## src/rtl/imm_gen_pipe.sv

```systemverilog
// RISC-V decode-stage immediate generator.
// Registered output with a one-entry skid buffer.
module imm_gen_pipe #(
  parameter int XLEN  = 32,
  parameter int TAG_W = 32
) (
  input  logic             clk,
  input  logic             rst_n,
  input  logic             flush,
  input  logic             in_valid,
  output logic             in_ready,
  input  logic [31:0]      instr,
  input  logic [TAG_W-1:0] in_tag,
  output logic             out_valid,
  input  logic             out_ready,
  output logic [XLEN-1:0]  out_imm,
  output logic [2:0]       out_type,
  output logic             out_illegal,
  output logic [TAG_W-1:0] out_tag
);

  localparam bit RV64 = (XLEN == 64);

  typedef enum logic [2:0] {
    T_NONE = 3'd0,
    T_I    = 3'd1,
    T_S    = 3'd2,
    T_B    = 3'd3,
    T_U    = 3'd4,
    T_J    = 3'd5,
    T_Z    = 3'd6
  } imm_type_e;

  typedef struct packed {
    logic [XLEN-1:0]  imm;
    logic [2:0]       typ;
    logic             ill;
    logic [TAG_W-1:0] tag;
  } ent_t;

  logic [6:0]  op;
  logic        is_i, is_s, is_b, is_u;
  logic        is_j, is_z, is_nop;
  logic [31:0] imm32;
  imm_type_e   typ;
  logic        ill;
  ent_t        dec;

  ent_t out_q, skid_q;
  logic skid_valid;
  logic in_fire;

  assign op = instr[6:0];

  assign is_i = (op == 7'b0000011)
             || (op == 7'b0010011)
             || (op == 7'b1100111)
             || (RV64 && op == 7'b0011011);
  assign is_s = (op == 7'b0100011);
  assign is_b = (op == 7'b1100011);
  assign is_u = (op == 7'b0110111)
             || (op == 7'b0010111);
  assign is_j = (op == 7'b1101111);
  assign is_z = (op == 7'b1110011) && instr[14];
  // Recognised opcodes that carry no immediate
  assign is_nop = ((op == 7'b1110011) && !instr[14])
               || (op == 7'b0001111)
               || (op == 7'b0110011)
               || (RV64 && op == 7'b0111011);

  always_comb begin
    imm32 = '0;
    typ   = T_NONE;
    ill   = 1'b0;
    unique case (1'b1)
      is_i: begin
        imm32 = {{20{instr[31]}}, instr[31:20]};
        typ   = T_I;
      end
      is_s: begin
        imm32 = {{20{instr[31]}}, instr[31:25],
                 instr[11:7]};
        typ   = T_S;
      end
      is_b: begin
        imm32 = {{19{instr[31]}}, instr[31], instr[7],
                 instr[30:25], instr[11:8], 1'b0};
        typ   = T_B;
      end
      is_u: begin
        imm32 = {instr[31:12], 12'h000};
        typ   = T_U;
      end
      is_j: begin
        imm32 = {{11{instr[31]}}, instr[31],
                 instr[19:12], instr[20],
                 instr[30:21], 1'b0};
        typ   = T_J;
      end
      is_z: begin
        imm32 = {27'd0, instr[19:15]};
        typ   = T_Z;
      end
      is_nop: ;
      default: ill = 1'b1;
    endcase
  end

  always_comb begin
    dec     = '0;
    dec.imm = XLEN'($signed(imm32));
    dec.typ = typ;
    dec.ill = ill;
    dec.tag = in_tag;
  end

  assign in_ready = !skid_valid;
  assign in_fire  = in_valid && in_ready;

  always_ff @(posedge clk or negedge rst_n) begin
    if (!rst_n) begin
      out_q      <= '0;
      skid_q     <= '0;
      out_valid  <= 1'b0;
      skid_valid <= 1'b0;
    end else if (flush) begin
      out_valid  <= 1'b0;
      skid_valid <= 1'b0;
    end else if (!out_valid || out_ready) begin
      if (skid_valid) begin
        out_q      <= skid_q;
        out_valid  <= 1'b1;
        skid_valid <= 1'b0;
      end else begin
        out_valid <= in_fire;
        if (in_fire) out_q <= dec;
      end
    end else if (in_fire) begin
      skid_q     <= dec;
      skid_valid <= 1'b1;
    end
  end

  assign out_imm     = out_q.imm;
  assign out_type    = out_q.typ;
  assign out_illegal = out_q.ill;
  assign out_tag     = out_q.tag;

endmodule

```

## config.mk

```make
export PLATFORM = sky130hd
export DESIGN_NAME = imm_gen_pipe
export DESIGN_NICKNAME = d
export VERILOG_FILES = /design/src/rtl/imm_gen_pipe.sv
export SDC_FILE = /design/constraint.sdc
export NUM_CORES = 1
export LEC_CHECK = 0
export BUFFER_PORTS_ARGS = -buffer_cell sky130_fd_sc_hd__buf_2
export CAP_MARGIN = 10
export CORE_ASPECT_RATIO = 1.5
export CORE_MARGIN = 2
export CORE_UTILIZATION = 50
export DETAILED_ROUTE_END_ITERATION = 10
export PLACE_DENSITY = 0.72
export SYNTH_ARGS = -nofsm -noshare
export SYNTH_HDL_FRONTEND = slang
export SYNTH_SLANG_ARGS = --single-unit
export TNS_END_PERCENT = 100
```

## constraint.sdc

```tcl
create_clock -name clk -period 1.9 [get_ports clk]
set_input_delay 0.38 -clock clk [delete_from_list [all_inputs] [get_ports clk]]
set_output_delay 0.38 -clock clk [all_outputs]
set_load 0.01 [all_outputs]
```

==> impl_metrics.env, run 1 <==
export IMPL_cp_arrival_ns=2.10
export IMPL_yosysTopAreaCell="dfrtp_1"
export IMPL_p_sw_mw=2.109
export IMPL_min_to="skid_q[26]$_DFFE_PN0P_"
export IMPL_core_area_mm2=0.01232
export IMPL_fin_crit_sh_pct=95.61
export IMPL_vias=5422
export IMPL_worst_pin_slew_ns=0.5411
export IMPL_synth_flop_cell="dfrtp_1"
export IMPL_clockPowerShare_pct=42.0
export IMPL_cts_buffer_depth=2
export IMPL_area_growth_pct=25.27
export IMPL_grt_pass1_wl_mm=27.33
export IMPL_critPathRequiredTime_ns=2.19
export IMPL_cts_sinks=138
export IMPL_h_tree_depth=4
export IMPL_dp_hpwl_mm=11.36
export IMPL_fin_worst_skew_ns=0.01375
export IMPL_layout_nets=856
export IMPL_crit_fanout=30
export IMPL_io_buffers=138
export IMPL_avgSynthCellArea_um2=9.605
export IMPL_fin_tns_setup_ns=0
export IMPL_pwr_share_seq_pct=44.9
export IMPL_min_period_ns=1.817
export IMPL_ys_warnings_count=0
export IMPL_overflow=0
export IMPL_multi_input_area_mm2=0.002531
export IMPL_start_util_pct=50.58
export IMPL_regArea_mm2=0.003455
export IMPL_r2r_cells=4
export IMPL_ys_seq_area_share_pct=55.40
export IMPL_cp_cell_sequence="nor2b_1 > or3_2 > buf_12 > a221o_1"
export IMPL_die_w_um=95.17
export IMPL_grt_max_degree=57
export IMPL_power_density_mw_per_mm2=1008
export IMPL_critical_path_class="reg -> reg"
export IMPL_start_kind="flop"
export IMPL_combPwrFrac_pct=13.1
export IMPL_diodes=0
export IMPL_min_from="in_tag[26]"
export IMPL_netSwitchingFraction_pct=26.80
export IMPL_fill_cells=1039
export IMPL_cts_buffers=17
export IMPL_synth_seq_cells=138
export IMPL_synth_edf_count=0
export IMPL_cts_tree="yes"
export IMPL_setup_violations=0
export IMPL_final_max_slew_viol_count=0
export IMPL_slew_headroom_pct=63.81
export IMPL_cts_root_buf="clkbuf_16"
export IMPL_placementRows=50
export IMPL_ys_types=46
export IMPL_worst_hold_path_type="in -> reg"
export IMPL_r2r_end="out_imm[5]$_DFFE_PN0P_"
export IMPL_synth_cells=649
export IMPL_drtPass1Iterations=5
export IMPL_most_common_layout_cells="nand2_1, buf_2, dfrtp_1, o21ai_0, mux2i_1"
export IMPL_synth_area_leaders="dfrtp_1, nand2_1, mux2i_1"
export IMPL_drive_gt1_share_pct=26.13
export IMPL_io_pins=139
export IMPL_routed_wl_mm=16.78
export IMPL_place_gp_congestion=0.8329
export IMPL_crit_path_max_incr_delay_ns=0.52
export IMPL_antenna_found_initial=0
export IMPL_rrSetupSlack_ns=0.08
export IMPL_vdd_ir_drop_max_mv=0.6054
export IMPL_whs_ns=0.1749
export IMPL_synthArstFlopShare_pct=100.0
export IMPL_grt_usage_pct=26.02
export IMPL_status="finished, final reports clean"
export IMPL_postCtsSetupRepairBufs=0
export IMPL_postRouteAntennaNets=0
export IMPL_path_clk_slew_ns=0.06
export IMPL_clk_latency_ns=0.42
export IMPL_p_int_mw=5.760
export IMPL_first_global_vias=5434
export IMPL_design_die_area_mm2=0.01339
export IMPL_drc=0
export IMPL_drtIter0Drc=298
export IMPL_routed_via_density=5.672
export IMPL_crit_slowest_cell="or3_2"
export IMPL_synth_nets=718
export IMPL_syn_area_mm2=0.006233
export IMPL_timing_fmax_mhz=550.5
export IMPL_mostFrequentLayoutCell="nand2_1"
export IMPL_p_leak_nw=3.811
export IMPL_post_drt_wl_per_cell_um=17.55
export IMPL_synth_top_cell_area_share_pct=55.40
export IMPL_crit_path_end_kind="flop"
export IMPL_min_path_cells=3
export IMPL_chipHeight_um=140.8
export IMPL_hold_viol_final=0
export IMPL_r2r_start="out_valid$_DFFE_PN0N_"
export IMPL_rsz0062_at_grt="false"
export IMPL_cap_violations=0
==> layout make-up <==
class	instances	area share, %
Inverter	11	0.5288
Timing Repair Buffer	166	12.67
Clock buffer	20	5.848
Multi-Input combinational cell	453	32.41
Clock inverter	12	1.795
Sequential cell	138	44.24
Tap cell	156	2.500
==> state kept, by name, summed over array words and instances, names as in the netlist <==
signal and cells:
out_valid 1, out_imm 32, skid_valid 1, skid_q 68, out_illegal 1, out_tag 32, out_type 3
==> metrics by stage <==
stage	instance area [µm²]	worst slack (ns)	std cells	utilization, %	total power [mW]
6_report	7809	0.08338	956	63.36	7.868
5_1_grt	7809	0.01310	956	63.36	8.232
4_1_cts	7784	0.05091	955	63.16	7.926
3_5_place_dp	7164	0.004636	922	58.13	4.600
3_3_place_gp	7164	0.05374	922	58.13	4.548
2_1_floorplan	6233	0.2480	649	-	4.093
==> worst max-delay path: cells and delay by family (launching register included) <==
| kind | cells | cell delay, ns |
|---|---|---|
| AOI/OAI and AO/OA | 1 | 0.36 |
| buffers and inverters | 1 | 0.20 |
| DFF | 1 | 0.41 |
| and+or+nand+nor | 2 | 0.71 |
==> synth_stat cells (2+ instances only) <==
cell type  number
a31oi_1         4
buf_6           2
a22oi_1        12
a21oi_1        16
dfrtp_1       138
nor2_2          2
and3_1          9
clkbuf_1       21
nor3_1          2
nor2_1         18
buf_2          18
a221o_1         7
a2bb2oi_1       8
mux2i_1        33
nor3_2          2
nand2_1       183
nand3b_1        2
o2111a_1        2
inv_1          11
o2111ai_1      10
a22o_1          7
nand2b_1        3
o211ai_1       18
clkbuf_2        2
o21ai_0        61
nor2b_1         3
and2_1          4
nand3_1        30
o2bb2ai_1       2
buf_1           3
==> worst max path at each step <==
stage	to	slack [ns]	startpoint	cells past startpoint
floorplan	out_imm[11]$_DFFE_PN0P_	0.25	out_valid$_DFFE_PN0N_	5
global placement	out_imm[12]$_DFFE_PN0P_	0.05	instr[6]	5
detailed placement	out_imm[17]$_DFFE_PN0P_	0.005	instr[6]	5
CTS	in_ready	0.05	skid_valid$_DFFE_PN0P_	3
global route	out_imm[0]$_DFFE_PN0P_	0.01	out_valid$_DFFE_PN0N_	5
finish	out_imm[5]$_DFFE_PN0P_	0.08	out_valid$_DFFE_PN0N_	4
==> power by group through the flow <==
stage	logic, mW	clock network (mW)	registers, mW
2_1_floorplan	0.484	0	3.61
3_3_place_gp	0.994	0	3.55
3_5_place_dp	1.03	0	3.57
4_1_cts	1.04	3.36	3.53
5_1_grt	1.16	3.49	3.58
6_report	1.03	3.31	3.53
==> repair_timing <==
item | 4_1_cts | 5_1_grt
endpoints found under the setup margin | 1 | 1
gates cloned | 0 | 1
endpoints found under the hold margin | 53 | 0
hold buffers | 1 | 0
gates resized for setup | 3 | 0
==> kinds of logic after synthesis <==
group | synth area share (%)
AND/OR/NAND/NOR | 18.41
buffers and inverters | 4.195
AO/OA/AOI/OAI | 16.52
flip-flops | 55.40
multiplexers | 5.480
==> per-layer routing <==
layer	routed length (µm)	global-route usage [%]
met3	884	4.864
met5	0	0
met4	197	8.085
met1	6724	32.07
met2	8969	45.55
No activity file was read; power rests on OpenSTA's default activity.
==> inputs of run 2 (changes only) <==
- CORE_ASPECT_RATIO: 1.5 -> 1.4
==> run 2 against run 1 <==
  * Sequential share of layout area hardly changed
  * Core utilization is 0.33 points higher
  * Fmax is 1.4% higher
  * Highest routed layer unchanged
  * Clock power hardly changed
  * Critical path type is now reg -> out
  * Setup slack better by 0.024 ns
  * Non-clock buffer count is 1 higher
==> impl_metrics.env, run 2 (same netlist as run 1, synthesis figures left out) <==
export IMPL_fin_worst_skew_ns=0.01129
export IMPL_crit_family="buffers and inverters"
export IMPL_cp_arrival_ns=1.41
export IMPL_start_kind="flop"
export IMPL_fin_crit_sh_pct=94.32
export IMPL_h_tree_depth=4
export IMPL_p_int_mw=5.807
export IMPL_dpl_cell_area_mm2=0.007184
export IMPL_start_util_pct=50.88
export IMPL_fin_tns_setup_ns=0
export IMPL_drive_gt1_share_pct=26.25
export IMPL_grt_pass1_wl_mm=26.34
export IMPL_io_buffers=138
export IMPL_rsz0062_at_grt="false"
export IMPL_clk_latency_ns=0.42
export IMPL_cap_violations=0
export IMPL_path_clk_slew_ns=0.06
export IMPL_post_drt_wl_per_cell_um=16.94
export IMPL_die_w_um=98.37
export IMPL_most_common_layout_cells="nand2_1, buf_2, dfrtp_1, o21ai_0, mux2i_1"
export IMPL_power_density_mw_per_mm2=1005
export IMPL_largest_register_ffs=68
export IMPL_crit_slowest_cell="dfrtp_2"
export IMPL_worst_hold_path_type="in -> reg"
export IMPL_hold_viol_final=0
export IMPL_vias=5375
export IMPL_status="finished, final reports clean"
export IMPL_crit_path_end_kind="output pin"
export IMPL_core_area_mm2=0.01225
export IMPL_cts_sinks=138
export IMPL_routed_via_density=5.652
export IMPL_utilization_pct=63.69
export IMPL_cts_root_buf="clkbuf_16"
export IMPL_worst_path_buf_inv=3
export IMPL_postCtsSetupRepairBufs=0
export IMPL_cts_buffers=17
export IMPL_critical_path_class="reg -> out"
export IMPL_design_die_area_mm2=0.01339
export IMPL_chipHeight_um=136.1
export IMPL_dp_cells=918
export IMPL_drtIter0Drc=256
export IMPL_io_pins=139
export IMPL_regMostFlops="skid_q"
export IMPL_placementRows=48
export IMPL_overflow=0
export IMPL_vdd_ir_drop_max_mv=0.6405
export IMPL_cts_tree="yes"
export IMPL_dp_hpwl_mm=11.40
export IMPL_routed_wl_mm=16.11
export IMPL_cp_cell_sequence="buf_8 > inv_1 > buf_2"
export IMPL_netSwitchingFraction_pct=25.94
export IMPL_timing_fmax_mhz=558.0
export IMPL_min_period_ns=1.792
export IMPL_p_leak_nw=3.822
export IMPL_antenna_found_initial=1
export IMPL_drtPass1Iterations=5
export IMPL_clockPowerShare_pct=42.0
export IMPL_stdcell_area_mm2=0.007804
export IMPL_crit_path_max_incr_delay_ns=0.41
export IMPL_p_sw_mw=2.034
export IMPL_combPwrFrac_pct=13.0
export IMPL_area_growth_pct=25.19
export IMPL_cts_buffer_depth=2
export IMPL_grt_usage_pct=24.75
export IMPL_postRouteAntennaNets=0
export IMPL_finalNonFillerCells=951
export IMPL_final_max_slew_viol_count=0
export IMPL_layout_nets=857
export IMPL_first_global_vias=5303
export IMPL_rrSetupSlack_ns=0.18
export IMPL_setup_violations=0
export IMPL_crit_fanout=37
export IMPL_place_gp_congestion=0.9259
export IMPL_critPathRequiredTime_ns=1.52
export IMPL_grt_max_degree=68
export IMPL_mostFrequentLayoutCell="nand2_1"
export IMPL_drc=0
export IMPL_pwr_share_seq_pct=45.0
export IMPL_worst_pin_slew_ns=0.5620
export IMPL_slew_headroom_pct=62.53
==> run 2: changes by cell type in the layout (fill, tap and decap cells not counted) <==
cell / previous run / this run
buf_8: 0 / 1
diode_2: 0 / 1
buf_6: 1 / 2
inv_6: 3 / 1
clkbuf_8: 2 / 4
clkinv_2: 1 / 3
clkinv_4: 3 / 1
clkbuf_16: 18 / 17
clkbuf_1: 1 / 0
==> run 2: power groups by stage <==
stage / logic, mW / clock network, mW / registers [mW]
2_1_floorplan: 0.484 / 0 / 3.61
3_3_place_gp: 0.995 / 0 / 3.56
3_5_place_dp: 1.03 / 0 / 3.58
4_1_cts: 1.04 / 3.35 / 3.53
5_1_grt: 1.15 / 3.48 / 3.57
6_report: 1.02 / 3.29 / 3.53
==> run 2: path summary, 6_finish.rpt <==
kind / from / endpoint / cells past startpoint
setup / recovery: skid_valid$_DFFE_PN0P_ / in_ready / 3
hold / removal: in_tag[12] / skid_q[12]$_DFFE_PN0P_ / 3
setup reg to reg: out_valid$_DFFE_PN0N_ / out_imm[5]$_DFFE_PN0P_ / 4
hold reg to reg: skid_q[0]$_DFFE_PN0P_ / skid_q[0]$_DFFE_PN0P_ / 2
max in group asynchronous: rst_n / out_tag[2]$_DFFE_PN0P_ / 3
min in group asynchronous: rst_n / out_tag[5]$_DFFE_PN0P_ / 2
==> run 2: tightest hold or removal path: cells and delay by family <==
| kind | cells | cell delay [ns] |
|---|---|---|
| buffers and inverters | 1 | 0.09 |
| and+or+nand+nor | 2 | 0.09 |
==> run 2: through the flow <==
stage	power [mW]	hold WS, ns	worst slack (ns)
global route	8.206	0.1695	0.04385
finish	7.841	0.1687	0.1079
floorplan	4.093	0.08441	0.2480
detailed placement	4.610	0.3532	0.05846
global placement	4.551	0.3440	0.1218
CTS	7.915	0.1567	0.04811
==> run 2: what timing repair did <==
item	in CTS	in global routing
hold endpoints to repair	42	0
gates cloned	0	0
hold buffers	1	0
resized for setup	1	2
pin swaps	0	1
setup endpoints to repair	1	3
==> run 2: final cells by class <==
type,count,area (µm²)
clock inverters,10,115.1
repair buffers,167,991.0
flip-flops and latches,138,3455
well taps,150,187.7
fillers,1023,4448
inverters,11,41.29
multi-input cells,453,2531
diodes,1,2.502
clock buffers,21,480.5
==> run 2: layer usage <==
metal  vias up  GRT usage [%]  part of all wire, %
met4         0          10.27                  2.7
met1      2617          31.69                   41
met2       183          40.93                   50
met5         -              0                    0
met3        32          5.347                  6.1
li1       2543              -                    -
